==> src/rtl/next_addr_seq.sv <==
// Next-PC sequencer: increment/jump/branch/jump-register selection plus a
// circular return-address stack that overwrites its oldest entry when full.
module next_addr_seq #(
  parameter int AW = 30,
  parameter int JW = 26,
  parameter int RAS_DEPTH = 4,
  parameter logic [AW-1:0] RESET_PC = {AW{1'b0}}
) (
  input  logic          clk,
  input  logic          rst_n,
  input  logic          zFlag,
  input  logic          carryFlag,
  input  logic          signFlag,
  input  logic          overflowFlag,
  input  logic [AW-1:0] register,
  input  logic [JW-1:0] jta,
  input  logic [15:0]   imm,
  input  logic [2:0]    brType,
  input  logic [1:0]    PCSel,
  input  logic          call,
  input  logic          ret,
  input  logic          stall,
  output logic [AW-1:0] PC,
  output logic [AW-1:0] IncrPC,
  output logic [AW-1:0] NextPC,
  output logic          taken,
  output logic          ras_full,
  output logic          ras_empty,
  output logic          ret_miss
);

  localparam int PW = $clog2(RAS_DEPTH);
  localparam logic [PW:0] DEPTH_C = (PW+1)'(RAS_DEPTH);

  logic [AW-1:0] pc_r;
  logic [AW-1:0] ras_r [RAS_DEPTH];
  logic [PW-1:0] sp_r;
  logic [PW-1:0] sp_nxt_s;
  logic [PW-1:0] top_idx_s;
  logic [PW-1:0] wr_idx_s;
  logic [PW:0]   cnt_r;
  logic [PW:0]   cnt_nxt_s;
  logic          ret_miss_r;
  logic          ret_miss_nxt_s;
  logic          cond_s;
  logic          call_act_s;
  logic          ret_act_s;
  logic          wr_en_s;
  logic [AW-1:0] jump_s;
  logic [AW-1:0] imm_ext_s;

  // sp_r points at the next free slot, so the top lives one below it
  assign top_idx_s = sp_r - PW'(1);
  assign IncrPC    = pc_r + AW'(1);
  assign imm_ext_s = AW'($signed(imm));
  assign PC        = pc_r;
  assign ret_miss  = ret_miss_r;
  assign ras_empty = (cnt_r == (PW+1)'(0));
  assign ras_full  = (cnt_r == DEPTH_C);

  if (JW == AW) begin : g_full_jump
    assign jump_s = jta;
  end else begin : g_part_jump
    assign jump_s = {pc_r[AW-1:JW], jta};
  end

  // Branch condition decode and next-PC selection
  always_comb begin
    cond_s = 1'b0;
    taken  = 1'b0;
    NextPC = IncrPC;
    case (brType)
      3'd0:    cond_s = zFlag;
      3'd1:    cond_s = ~zFlag;
      3'd2:    cond_s = signFlag ^ overflowFlag;
      3'd3:    cond_s = ~(signFlag ^ overflowFlag);
      3'd4:    cond_s = carryFlag;
      3'd5:    cond_s = ~carryFlag;
      3'd6:    cond_s = 1'b1;
      default: cond_s = 1'b0;
    endcase
    case (PCSel)
      2'd0: NextPC = IncrPC;
      2'd1: NextPC = jump_s;
      2'd2: begin
        taken = cond_s;
        if (cond_s) begin
          NextPC = IncrPC + imm_ext_s;
        end else begin
          NextPC = IncrPC;
        end
      end
      2'd3: begin
        if (ret && !ras_empty) begin
          NextPC = ras_r[top_idx_s];
        end else begin
          NextPC = register;
        end
      end
      default: NextPC = IncrPC;
    endcase
  end

  assign call_act_s = call & ~stall & ((PCSel == 2'd1) | (PCSel == 2'd3));
  assign ret_act_s  = ret & ~stall & (PCSel == 2'd3);

  // Stack pointer/count update; a combined call+ret rewrites the popped slot
  always_comb begin
    sp_nxt_s       = sp_r;
    cnt_nxt_s      = cnt_r;
    wr_en_s        = 1'b0;
    wr_idx_s       = sp_r;
    ret_miss_nxt_s = ret_act_s & ras_empty;
    if (call_act_s && ret_act_s && !ras_empty) begin
      wr_en_s  = 1'b1;
      wr_idx_s = top_idx_s;
    end else if (call_act_s) begin
      wr_en_s  = 1'b1;
      wr_idx_s = sp_r;
      sp_nxt_s = sp_r + PW'(1);
      if (ras_full) begin
        cnt_nxt_s = cnt_r;
      end else begin
        cnt_nxt_s = cnt_r + (PW+1)'(1);
      end
    end else if (ret_act_s && !ras_empty) begin
      sp_nxt_s  = top_idx_s;
      cnt_nxt_s = cnt_r - (PW+1)'(1);
    end else begin
      sp_nxt_s  = sp_r;
      cnt_nxt_s = cnt_r;
    end
  end

  // PC, stack pointer/count and miss pulse registers
  always_ff @(posedge clk or negedge rst_n) begin
    if (!rst_n) begin
      pc_r       <= RESET_PC;
      sp_r       <= '0;
      cnt_r      <= '0;
      ret_miss_r <= 1'b0;
    end else begin
      if (!stall) begin
        pc_r <= NextPC;
      end
      sp_r       <= sp_nxt_s;
      cnt_r      <= cnt_nxt_s;
      ret_miss_r <= ret_miss_nxt_s;
    end
  end

  // Stack storage carries no reset; empty entries are never read out
  always_ff @(posedge clk) begin
    if (wr_en_s) begin
      ras_r[wr_idx_s] <= IncrPC;
    end
  end

endmodule

==> config.mk <==
export PLATFORM = sky130hd
export DESIGN_NAME = next_addr_seq
export DESIGN_NICKNAME = d
export VERILOG_FILES = /design/src/rtl/next_addr_seq.sv
export SDC_FILE = /design/constraint.sdc
export NUM_CORES = 1
export LEC_CHECK = 0
export BUFFER_PORTS_ARGS = -buffer_cell sky130_fd_sc_hd__buf_4
export CORE_MARGIN = 3
export CORE_UTILIZATION = 45
export DETAILED_ROUTE_END_ITERATION = 16
export PLACE_DENSITY = 0.7
export SETUP_SLACK_MARGIN = 0.4
export SYNTH_ARGS = -nofsm -noshare
export SYNTH_HDL_FRONTEND = slang
export SYNTH_SLANG_ARGS = --single-unit
export TNS_END_PERCENT = 10
==> constraint.sdc <==
create_clock -name clk -period 12 [get_ports clk]
set_clock_uncertainty 0.15 [all_clocks]
set_input_delay 2.4 -clock clk [delete_from_list [all_inputs] [get_ports clk]]
set_output_delay 2.4 -clock clk [all_outputs]
set_load 0.02 [all_outputs]
* Word-level counts from Yosys, hierarchy flattened *
Memories as Yosys holds them, arrays and structs flattened.
Cells that the tools add are included.

operators by class
  $add $sub $neg = 6
  multiplexer cells = 15
  reduce and logical (&&, ||, !) cells = 11
  eq/ne operators = 11
  bitwise logic cells = 12

operators with widths
  operator                                           number
  one-hot mux 30 bit (4 select lines)                1
  2-to-1 mux 30 bit                                  2
  adder 30 x 1 -> 30 bit (second input constant)     1
  adder 30 bit                                       1
  == test 3 bit (second input constant)              4
  2-to-1 mux 3 bit                                   3
  one-hot mux 1 bit (7 select lines)                 1
  == test 3 x 2 -> 1 bit (second input constant)     2
  zero test 3 bit                                    2
  2-to-1 mux 2 bit                                   3
  AND 1 bit                                          5
  2-to-1 mux 1 bit                                   5
  inverter 1 bit                                     5
  == test 2 bit (second input constant)              2
  logical AND 1 bit                                  4
  adder 3 x 1 -> 3 bit (second input constant)       1
  == test 3 x 1 -> 1 bit (second input constant)     1
  AND reduction 3 bit                                1
  subtractor 3 x 1 -> 3 bit (second input constant)  1
  adder 2 x 1 -> 2 bit (second input constant)       1
  == test 2 x 1 -> 1 bit (second input constant)     1
  zero test 2 bit                                    1
  inequality test 2 bit (second input constant)      1
  AND reduction 2 bit                                1
  other kinds (5)                                    5

storage, ports and cells
  bits in writable memories = 120
  memories kept = 1
  bits of input ports = 86
  register bits after elaboration = 36
  output and inout bits = 94
  logic and storage cells = 60

memory list
  memory  words  width  rd ports  clocked after Yosys merged registers in  wr ports  RTL line  text
  ras_r   4      30     1         0                                        1         36        logic [AW-1:0] ras_r [RAS_DEPTH];

* Logic depth before layout (Yosys ltp) *
  depth in word-level cells = 8
  depth in mapped cells = 16
  gate-level depth less buffers = 15

* Worst setup path after synthesis *
OpenSTA, ideal clock, no wires.

  path type = input to output
  start point = input imm[0]
  end point = output NextPC[26]
  required time = 9450 ps
  arrival time = 4764 ps
  stages = 11
  setup slack = 4686 ps
  cells stage by stage = ha_1 > inv_1 > fa_1 > nand2b_1 > a21oi_1 > o31ai_2 > a21o_1 > a211oi_2 > o211ai_1 > and4b_1 > nor3_1

on the way
  word-level cells in the longest chain between the ends = 3

ends and longest elaborated chain
  what                                 RTL line  text
  start, declared                      17        input logic [15:0] imm,
  adder 30 bit                         88        NextPC = IncrPC + imm_ext_s;
  2-to-1 mux 30 bit                    87        if (cond_s) begin
  one-hot mux 30 bit (4 select lines)  82        case (PCSel)
  end, declared                        25        output logic [AW-1:0] NextPC,

No other way between the ends.

* Final worst setup path *
  start point = register pc_r[0], in the netlist PC[0]
  end point = output NextPC[26]

on the way
  word-level cells in the longest chain between the ends = 4

ends and longest elaborated chain
  what                                   RTL line  text
  start, declared                        35        logic [AW-1:0] pc_r;
  start signal, assigned                 144       pc_r <= NextPC;
  adder 30 x 1 -> 30 bit *               54        assign IncrPC = pc_r + AW'(1);
  adder 30 bit                           88
  2-to-1 mux 30 bit                      87
  one-hot mux 30 bit (4 select lines) *  82

Mark *: on every way between the ends. The rest lies on a longest branch, timed or not.

==> run metrics <==
Die Height 153 µm; cell count along the critical path 15; Setup crit end kind output pin; Die X-Extent 153 µm; library cells used by synthesis 77; total track usage 27.1%; number of buffers inserted during clock tree synthesis 17; Slew HR 29.7%; CTS clock-pin slew for the worst setup and hold paths 0.07 ns; Post-route DRC 0; Worst-Skew Late Latency 0.43 ns; family with the most delay on the worst path simple AND/OR/NAND/NOR gates; top achievable clock speed 127 MHz; CORE AREA 20700 µm²; CP required 9.45 ns; top_reg_cell synth edfxtp_1; CP bufs+invs 1; CTS sink count 156; first-pass GRT wire length 48.4 mm; fin. max-slew vios 0; vias in the first global route 8058; CTS resizes 0; Max Cap Viol 0; DR WL/cell 24.4 µm; TNS Setup 0 ns; total wire length 32.5 mm; Cell Area, Synth 9660 µm²; Hold Buf Count CTS 0; initial antenna violation count 0; worst-path maximum fanout 10; final antenna diode count 0; Rows 52; share of layout cells above drive strength 1 28.5%; gpl congestion 0.992; nets@finish 1175; gate count after technology mapping 881; outcome complete, no violations; crit path launch type flip-flop; path type of the worst setup path flip-flop to output pin; Final period util 65.5%; leakage 0.00472 µW; Via Count 8310; initial core utilization 46.7%; max incr delay on CP 0.68 ns; IO Port Bufs 179; H-tree depth 4; pin count of the biggest net entering global routing 62; GRT Residual Overflow 0; Avg Cell Area, Syn 11.0 µm²; DRT antenna net count 0; pin slew with the least headroom to its limit 1.05 ns; VDD IR-drop max 0.000111 V; asr flop ratio synth 23.1%; Critical Path, Cell by Cell ha_1 > nand3_1 > nor2_2 > and3_1 > xor2_1 > ha_1 > nand3_1 > nor3_1 > o31ai_2 > a21o_1 > a211oi_2 > o211ai_1 > and4b_1 > nor3_1 > buf_4; setup bufs post-CTS 0; Via-to-Cell Ratio 6.22; post-synth net total 1004; Synth Warn # 0; clk buf depth 2; number of I/O pins 180; sequential fraction of the synthesis area 46.6%; final count of negative-setup-slack endpoints 0; Min Clock Period, post-route 7.85 ns; Pwr per Cell Area 222 nW/µm²; CTS tree yes; Starting DRT DRC Count 1005; Tot Pwr 2650 µW; Reg2Reg Depth 14; hold crit path type flip-flop to flip-flop; clk root buf clkbuf_16; hpwl dp 23.1 mm; DR pass1 iterations 5; Hold Path Cell Cnt 1; Crit-path slowest cell xor2_1; final hold violation count 0; Layout fillers 1769; Worst R2R Setup Slack 6.87 ns; full die area 23300 µm²; CP Data Arrival Time 5.30 ns; FF+latch count, synth 156; RSZ-0062 raised after global routing false; Area Growth Syn to Fin 23.3%; Post-synth EDFFs 120
## report_power, final
group | switching (µW) | leakage (µW) | internal (µW)
sequential | 99.5 | 0.00152 | 696
clock | 235 | 0.000286 | 317
combinational | 776 | 0.00292 | 522
total | 1110 | 0.00472 | 1540
## synth_stat cells, types with 26 or more instances
master	instances	area, µm²
inv_1	26	97.6
ha_1	35	438
edfxtp_1	120	3600
nand2_1	99	372
dfrtp_1	36	901
xnor2_1	29	254
mux4_2	30	676
a21oi_1	60	300
nor2_1	60	225
o21ai_0	34	170
nand3_1	30	150
## state kept, by name, indices dropped and copies added (netlist names)
register / cells
ret_miss: 1
cnt_r: 3
PC: 30
ras_r: 120
sp_r: 2
## path summary, 6_finish.rpt
check | start | endpoint
worst max-delay path | PC[0]$_DFFE_PN0N_ | NextPC[26]
worst min-delay path | PC[21]$_DFFE_PN0N_ | PC[21]$_DFFE_PN0N_
worst max register to register | PC[0]$_DFFE_PN0N_ | PC[23]$_DFFE_PN0N_
worst min register to register | PC[21]$_DFFE_PN0N_ | PC[21]$_DFFE_PN0N_
max in group asynchronous | rst_n | sp_r[0]$_DFFE_PN0P_
min in group asynchronous | rst_n | PC[6]$_DFFE_PN0N_
## per-layer routing
layer	track usage, %	vias up	share of wire (%)
li1	-	3715	-
met1	38.2	4056	41
met2	42.7	490	47
met3	5.94	49	11
met4	7.76	0	2.0
met5	0	-	0
## final cells by class
type	count	area, µm²	share of cell area (%)
sequential	156	4510	37.8
timing repair buffer	194	1460	12.2
inverter	28	105	0.882
clock inverter	13	154	1.29
clock buffer	19	443	3.72
multi-input combinational	655	4910	41.2
tap	270	338	2.84
## cell usage in the layout, fill, tap and decap left out, types with 14 or more instances in the layout
master	n
buf_4	194
edfxtp_1	120
nand2_1	99
nor2_1	58
a21oi_1	58
dfrtp_1	35
ha_1	35
o21ai_0	34
nand3_1	30
mux4_2	30
xnor2_1	29
inv_1	26
xor2_1	24
mux2_2	24
a21o_1	18
clkbuf_16	17
nand4_1	15
mux2i_1	15
nor3_1	14
## per-stage QoR
| step | setup WS (ns) | hold WS [ns] | cells | utilization, % | cell area (µm²) |
|---|---|---|---|---|---|
| after detailed placement | 4.30 | 0.420 | 1303 | 54.7 | 11300 |
| after CTS | 4.26 | 0.436 | 1335 | 57.6 | 11900 |
| after global placement | 4.30 | 0.424 | 1303 | 54.7 | 11300 |
| after floorplan | 4.69 | 0.351 | 881 | - | 9660 |
| final | 4.15 | 0.441 | 1335 | 57.6 | 11900 |
| after global routing | 3.93 | 0.451 | 1335 | 57.6 | 11900 |
## cell families (layout without fill, tap and decap cells)
group	count (synthesis)	in the layout	share of synthesized area, %
AO/OA/AOI/OAI	220	220	15.5
XOR/XNOR	53	53	4.81
adder cells (fa/ha/maj)	37	37	4.95
buffers and inverters	70	254	3.01
flip-flops	156	156	46.6
multiplexers	70	70	11.5
AND/OR/NAND/NOR	275	275	13.6
No activity file was read; power rests on OpenSTA's default activity.
